==> src/rtl/cic_channel_drain_if.sv <==
// Bundle between the drain sequencer, the CIC comb-output RAM read port and
// the sample stream toward the mic-array FIFO. The drain side is the master.
interface cic_channel_drain_if #(
    parameter int WIDTH     = 22,
    parameter int CHANNELS  = 8,
    parameter int OUT_WIDTH = 16
);
    localparam int CW = $clog2(CHANNELS);

    logic                 rd_en;
    logic [CW-1:0]        rd_addr;
    logic [WIDTH-1:0]     rd_data;
    logic [OUT_WIDTH-1:0] out_data;
    logic [CW-1:0]        out_channel;
    logic                 out_last;
    logic                 out_valid;
    logic                 out_ready;

    modport master (
        output rd_en, rd_addr, out_data, out_channel, out_last, out_valid,
        input  rd_data, out_ready
    );

    modport slave (
        input  rd_en, rd_addr, out_data, out_channel, out_last, out_valid,
        output rd_data, out_ready
    );
endinterface

==> src/rtl/cic_channel_drain.sv <==
// Walks the per-channel CIC output buffer once per frame strobe, scaling and
// saturating each word and presenting it on a valid/ready stream.
//
//  state     | meaning
//  ----------+---------------------------------------------------------------
//  S_IDLE    | waiting for enable & frame_strobe
//  S_READ    | RAM read issued for the current channel
//  S_WAIT    | RAM data valid; scaled sample captured on the exiting edge
//  S_PRESENT | sample offered on the stream until accepted
module cic_channel_drain #(
    parameter int WIDTH     = 22,
    parameter int CHANNELS  = 8,
    parameter int OUT_WIDTH = 16,
    parameter int SHIFT     = 6
) (
    input  logic                       clk,
    input  logic                       resetn,   // active-high despite the name
    input  logic                       enable_i,
    input  logic                       frame_strobe_i,
    output logic                       overrun_o,
    cic_channel_drain_if.master        bus
);
    localparam int CW = $clog2(CHANNELS);
    localparam logic [CW-1:0] LAST_CH = CW'(CHANNELS - 1);
    // One guard bit above the wider of input/output keeps the clamp compare exact.
    localparam int EW = ((WIDTH > OUT_WIDTH) ? WIDTH : OUT_WIDTH) + 1;
    localparam logic signed [EW-1:0] SAT_MAX =
        {{(EW - OUT_WIDTH + 1){1'b0}}, {(OUT_WIDTH - 1){1'b1}}};
    localparam logic signed [EW-1:0] SAT_MIN =
        {{(EW - OUT_WIDTH + 1){1'b1}}, {(OUT_WIDTH - 1){1'b0}}};

    typedef enum logic [1:0] {S_IDLE, S_READ, S_WAIT, S_PRESENT} state_t;

    state_t               state_q, state_d;
    logic [CW-1:0]        channel_q, channel_d;
    logic                 overrun_q, overrun_d;
    logic                 capture;
    logic [OUT_WIDTH-1:0] out_data_q;
    logic [CW-1:0]        out_channel_q;
    logic                 out_last_q;
    logic signed [WIDTH-1:0] shifted;
    logic signed [EW-1:0]    shifted_ext;
    logic [OUT_WIDTH-1:0]    sat_value;

    // Sign-preserving scale, then clamp into the output range.
    always_comb begin
        shifted     = $signed(bus.rd_data) >>> SHIFT;
        shifted_ext = {{(EW - WIDTH){shifted[WIDTH-1]}}, shifted};
        sat_value   = shifted_ext[OUT_WIDTH-1:0];
        if (shifted_ext > SAT_MAX) begin
            sat_value = SAT_MAX[OUT_WIDTH-1:0];
        end else if (shifted_ext < SAT_MIN) begin
            sat_value = SAT_MIN[OUT_WIDTH-1:0];
        end
    end

    // Next-state logic; a late strobe only flags overrun, it never restarts the walk.
    always_comb begin
        state_d   = state_q;
        channel_d = channel_q;
        overrun_d = overrun_q;
        capture   = 1'b0;
        if (!enable_i) begin
            state_d   = S_IDLE;
            channel_d = '0;
            overrun_d = 1'b0;
        end else begin
            if (frame_strobe_i && (state_q != S_IDLE)) begin
                overrun_d = 1'b1;
            end
            case (state_q)
                S_IDLE: begin
                    if (frame_strobe_i) begin
                        state_d   = S_READ;
                        channel_d = '0;
                    end
                end
                S_READ: begin
                    state_d = S_WAIT;
                end
                S_WAIT: begin
                    capture = 1'b1;
                    state_d = S_PRESENT;
                end
                S_PRESENT: begin
                    if (bus.out_ready) begin
                        if (channel_q == LAST_CH) begin
                            channel_d = '0;
                            state_d   = S_IDLE;
                        end else begin
                            channel_d = channel_q + CW'(1);
                            state_d   = S_READ;
                        end
                    end
                end
                default: begin
                    state_d   = S_IDLE;
                    channel_d = '0;
                end
            endcase
        end
    end

    // Sequencer state register.
    always_ff @(posedge clk or posedge resetn) begin
        if (resetn) begin
            state_q   <= S_IDLE;
            channel_q <= '0;
            overrun_q <= 1'b0;
        end else begin
            state_q   <= state_d;
            channel_q <= channel_d;
            overrun_q <= overrun_d;
        end
    end

    // Output sample register; held while the consumer stalls.
    always_ff @(posedge clk or posedge resetn) begin
        if (resetn) begin
            out_data_q    <= '0;
            out_channel_q <= '0;
            out_last_q    <= 1'b0;
        end else if (capture && enable_i) begin
            out_data_q    <= sat_value;
            out_channel_q <= channel_q;
            out_last_q    <= (channel_q == LAST_CH);
        end
    end

    assign bus.rd_en       = (state_q == S_READ);
    assign bus.rd_addr     = channel_q;
    assign bus.out_valid   = (state_q == S_PRESENT);
    assign bus.out_data    = out_data_q;
    assign bus.out_channel = out_channel_q;
    assign bus.out_last    = out_last_q && (state_q == S_PRESENT);
    assign overrun_o       = overrun_q;
endmodule
==> src/flat_wrapper.sv <==
// flat-port wrapper written by rule: the top's interface ports become plain ports
module cic_channel_drain_flat 
#(
    parameter int WIDTH     = 22,
    parameter int CHANNELS  = 8,
    parameter int OUT_WIDTH = 16,
    parameter int SHIFT     = 6
)
  (clk, resetn, enable_i, frame_strobe_i, overrun_o, bus_rd_en, bus_rd_addr, bus_out_data, bus_out_channel, bus_out_last, bus_out_valid, bus_rd_data, bus_out_ready);
  cic_channel_drain_if #(.WIDTH(WIDTH), .CHANNELS(CHANNELS), .OUT_WIDTH(OUT_WIDTH)) bus_i ();
  input  logic clk;
  input  logic resetn;
  input  logic enable_i;
  input  logic frame_strobe_i;
  output logic overrun_o;
  output wire logic [$bits(bus_i.rd_en)-1:0] bus_rd_en;
  output wire logic [$bits(bus_i.rd_addr)-1:0] bus_rd_addr;
  output wire logic [$bits(bus_i.out_data)-1:0] bus_out_data;
  output wire logic [$bits(bus_i.out_channel)-1:0] bus_out_channel;
  output wire logic [$bits(bus_i.out_last)-1:0] bus_out_last;
  output wire logic [$bits(bus_i.out_valid)-1:0] bus_out_valid;
  input wire logic [$bits(bus_i.rd_data)-1:0] bus_rd_data;
  input wire logic [$bits(bus_i.out_ready)-1:0] bus_out_ready;
  assign bus_rd_en = bus_i.rd_en;
  assign bus_rd_addr = bus_i.rd_addr;
  assign bus_out_data = bus_i.out_data;
  assign bus_out_channel = bus_i.out_channel;
  assign bus_out_last = bus_i.out_last;
  assign bus_out_valid = bus_i.out_valid;
  assign bus_i.rd_data = bus_rd_data;
  assign bus_i.out_ready = bus_out_ready;
  cic_channel_drain #(.WIDTH(WIDTH), .CHANNELS(CHANNELS), .OUT_WIDTH(OUT_WIDTH), .SHIFT(SHIFT)) u_core (.clk(clk), .resetn(resetn), .enable_i(enable_i), .frame_strobe_i(frame_strobe_i), .overrun_o(overrun_o), .bus(bus_i));
endmodule
==> config.mk <==
export PLATFORM = sky130hd
export DESIGN_NAME = cic_channel_drain_flat
export DESIGN_NICKNAME = d
export VERILOG_FILES = /design/src/rtl/cic_channel_drain_if.sv /design/src/rtl/cic_channel_drain.sv /design/src/flat_wrapper.sv
export SDC_FILE = /design/constraint.sdc
export NUM_CORES = 1
export LEC_CHECK = 0
export ABC_AREA = 1
export CAP_MARGIN = 20
export CORE_MARGIN = 2
export CORE_UTILIZATION = 40
export DETAILED_ROUTE_END_ITERATION = 10
export PLACE_DENSITY_LB_ADDON = 0.08
export SETUP_SLACK_MARGIN = 0.4
export SYNTH_ARGS = -nofsm -noshare
export SYNTH_HDL_FRONTEND = slang
export SYNTH_SLANG_ARGS = --single-unit
==> constraint.sdc <==
create_clock -name clk -period 3.3 [get_ports clk]
set_input_delay 0.825 -clock clk [delete_from_list [all_inputs] [get_ports clk]]
set_output_delay 0.825 -clock clk [all_outputs]
set_load 0.03 [all_outputs]
==> metrics.md <==
| Metric | Value |
|---|---|
| 1st-iter DRT viols | 44 |
| Final WL | 2760 um |
| FMAX | 364 MHz |
| I/O pins | between 50 and 60 |
| Register area | around 650 um2 |
| Slew margin rel. | roughly half |
| Crit-path cells | ha_1 -> nand2_1 -> inv_1 -> clkdlybuf4s50_1 |
| Share of layout cells above drive strength 1 | 5.26% |
| Delay-heaviest family, CP | buffers and inverters |
| Fill cell count | 300 |
| Width of the chip | about 60 um |
| Final Hold Vio Count | 0 |
| Wirelength per Cell | 11.8 um |
| Max IR drop VDD | approximately 360 uV |
| Ant diodes | 0 |
| Worst Setup Start Kind | flop |
| Clk_skew | 0.00361 ns |
| Drt pass-1 iters | 4 |
| CP Data Arrival Time | 1.92 ns |
| # DRC | 0 |
| Worst Max-Slew Pin Slew | 0.766 ns |
| CTS tree | done |
| Register bit total from synthesis | 26 |
| Detail Route Antenna Nets | 0 |
| Pin count of the biggest net entering global routing | 27 |
| # Max-Cap Violations | 0 |
| Synth Instances | 146 |
| Setup TNS | 0 ns |
| Initial antenna violation count | 0 |
| Sink Count | 26 |
| Post_cts resized | 0 |
| Num CTS Buffers | 3 |
| Reg2reg start | u_core.state_q[0]$_DFFE_PP0P_ |
| Post-CTS Setup Bufs | 0 |
| Yosys warns | 0 |
| Hold Path Class | reg2reg |
| Final nets | roughly 230 |
| Syn_nets | 180 |
| Final period util | 83.2% |
| Core ar. | 3030 um2 |
| Area growth syn-to-layout | 39.4% |
| Rows | 20 |
| CP peak stage delay | approximately 0.66 ns |
| Crit path max fanout | 8 |
| Max-slew violation count | 0 |
| Leak | 0.897 nW |
| Most frequent cells in the layout | 53 x nand2_1, 46 x clkdlybuf4s50_1, 28 x nand3_1, 26 x dfrtp_1, 11 x inv_1 |
| CTS Hold Buffers Added | 0 |
| CTS root buf | clkbuf_4 |
| Worst reg2reg path depth | 5 |
| Vias in the first global route | 1,059 |
| PwrDens | 774 nW/um2 |
| Post-synthesis sequential area ratio | 51.6% |
| RSZ-0062 raised after global routing | false |
| CTS H-tree lvls | 1 |
| Grt total ovfl | 0 |
| Clk slew on worst S/H paths | 0.13 ns |
| Multi-input combinational cell area | 513 um2 |
| CP Capture Type | output port |
| Vias per inst | about 4.6 |
| Die ar. | 3620 um2 |
| Clk_lat worst skew | 0.31 ns |
| Final HPWL DP | around 2000 um |
| Initial Util | roughly two fifths |
| Commonest non-fill, non-tap cell in the layout | nand2_1 |
| Hold_sp | u_core.bus.out_data[5]$_DFFE_PP0P_ |
| Worst R2R End | u_core.bus.out_data[15]$_DFFE_PP0P_ |
| Die H | 60.2 um |
| R2R setup slack | 1.29 ns |
| Port bufs | 46 |
| First-pass GRT wire length | 4670 um |
| Outcome | complete, no violations |
| Yosys cell types | 13 |
| Final Util | approximately three fifths |
| Critical Path RT | 2.47 ns |
| Critical path class | reg2out |
| Vias | 1,078 |
| Post-Syn Area per Cell | 8.64 um2 |
| Mapped cell area | approximately 1300 um2 |
| Critical path buffers and inverters | 2 |
| Hold depth | 2 |
| Post-route minimum period | 2.74 ns |
| Clk buf depth | 2 |
| Total Routing Usage GR | 17.1% |
| Crit-path slowest cell | clkdlybuf4s50_1 |
| GPL Wtd Cong | 0.787 |
| End of the worst hold path | u_core.bus.out_data[5]$_DFFE_PP0P_ |
| Endpoints failing setup | 0 |
==> final cells by class <==
| cell class | instances | share of cell area (%) |
|---|---|---|
| inverters | 11 | 2.35 |
| well taps | 44 | 3.13 |
| multi-input cells | 102 | 29.2 |
| repair buffers | 48 | 27.0 |
| flip-flops and latches | 26 | 37.0 |
| clock buffers | 3 | 1.28 |
==> through the flow <==
stage               setup WS [ns]  hold slack [ns]  std cells  cell area [um2]  power (mW)
global route                0.413            0.510        234             1760        1.47
detailed placement          0.900            0.458        231             1740        1.25
global placement            0.920            0.453        231             1740        1.23
floorplan                    1.33            0.459        146             1260       0.978
CTS                         0.505            0.489        234             1760        1.38
finish                      0.556            0.482        234             1760        1.36
==> cell usage after synthesis <==
master,number,share of area [%]
a21oi_1,2,0.79
buf_4,6,3.6
buf_6,1,0.89
dfrtp_1,26,52
ha_1,7,6.9
inv_1,11,3.3
nand2_1,53,16
nand2_2,3,1.5
nand3_1,28,11
nand3_2,1,0.79
nand3b_4,1,1.6
nor2_1,6,1.8
o21ai_1,1,0.40
==> registers in the layout (all words and copies together) (netlist names) <==
| register | flops |
|---|---|
| u_core.bus.out_data | 16 |
| u_core.state_q | 2 |
| u_core.bus.out_channel | 3 |
| u_core.bus.rd_addr | 3 |
| u_core.out_last_q | 1 |
| u_core.overrun_o | 1 |
==> kinds of logic after synthesis <==
| logic type | Yosys count | synth area share, % |
|---|---|---|
| buffers and inverters | 18 | 7.74 |
| DFF | 26 | 51.6 |
| and+or+nand+nor | 92 | 32.5 |
| adders and majority gates | 7 | 6.94 |
| AOI/OAI and AO/OA | 3 | 1.19 |
==> routing by layer <==
metal  global-route usage (%)  vias to the layer above  wire [um]
met3                     2.81                        5        123
met4                     7.30                        0         46
met2                     29.2                       29       1400
met5                        0                        -          0
met1                     21.3                      499       1190
li1                         -                      545          -
==> worst max-delay path by stage <==
stage | end | depth (start not counted) | start
2_1_floorplan | bus_out_last | 3 | u_core.state_q[1]$_DFFE_PP0P_
3_3_place_gp | bus_out_last | 4 | u_core.state_q[1]$_DFFE_PP0P_
3_5_place_dp | bus_out_last | 4 | u_core.state_q[1]$_DFFE_PP0P_
4_1_cts | bus_out_last | 4 | u_core.state_q[1]$_DFFE_PP0P_
5_1_grt | bus_out_last | 4 | u_core.state_q[0]$_DFFE_PP0P_
6_report | bus_out_last | 4 | u_core.state_q[1]$_DFFE_PP0P_
==> worst min-delay path, stage by stage, from the launching register on <==
cell and delay (ns):
dfrtp_1 0.36, nand2_1 0.05, nand2_1 0.05
==> power breakdown <==
part | internal, mW | total, mW | switching [mW]
combinational | 0.296 | 0.747 | 0.451
sequential | 0.422 | 0.484 | 0.0622
clock | 0.0427 | 0.130 | 0.0869
Power figures use the tool's default switching activity.
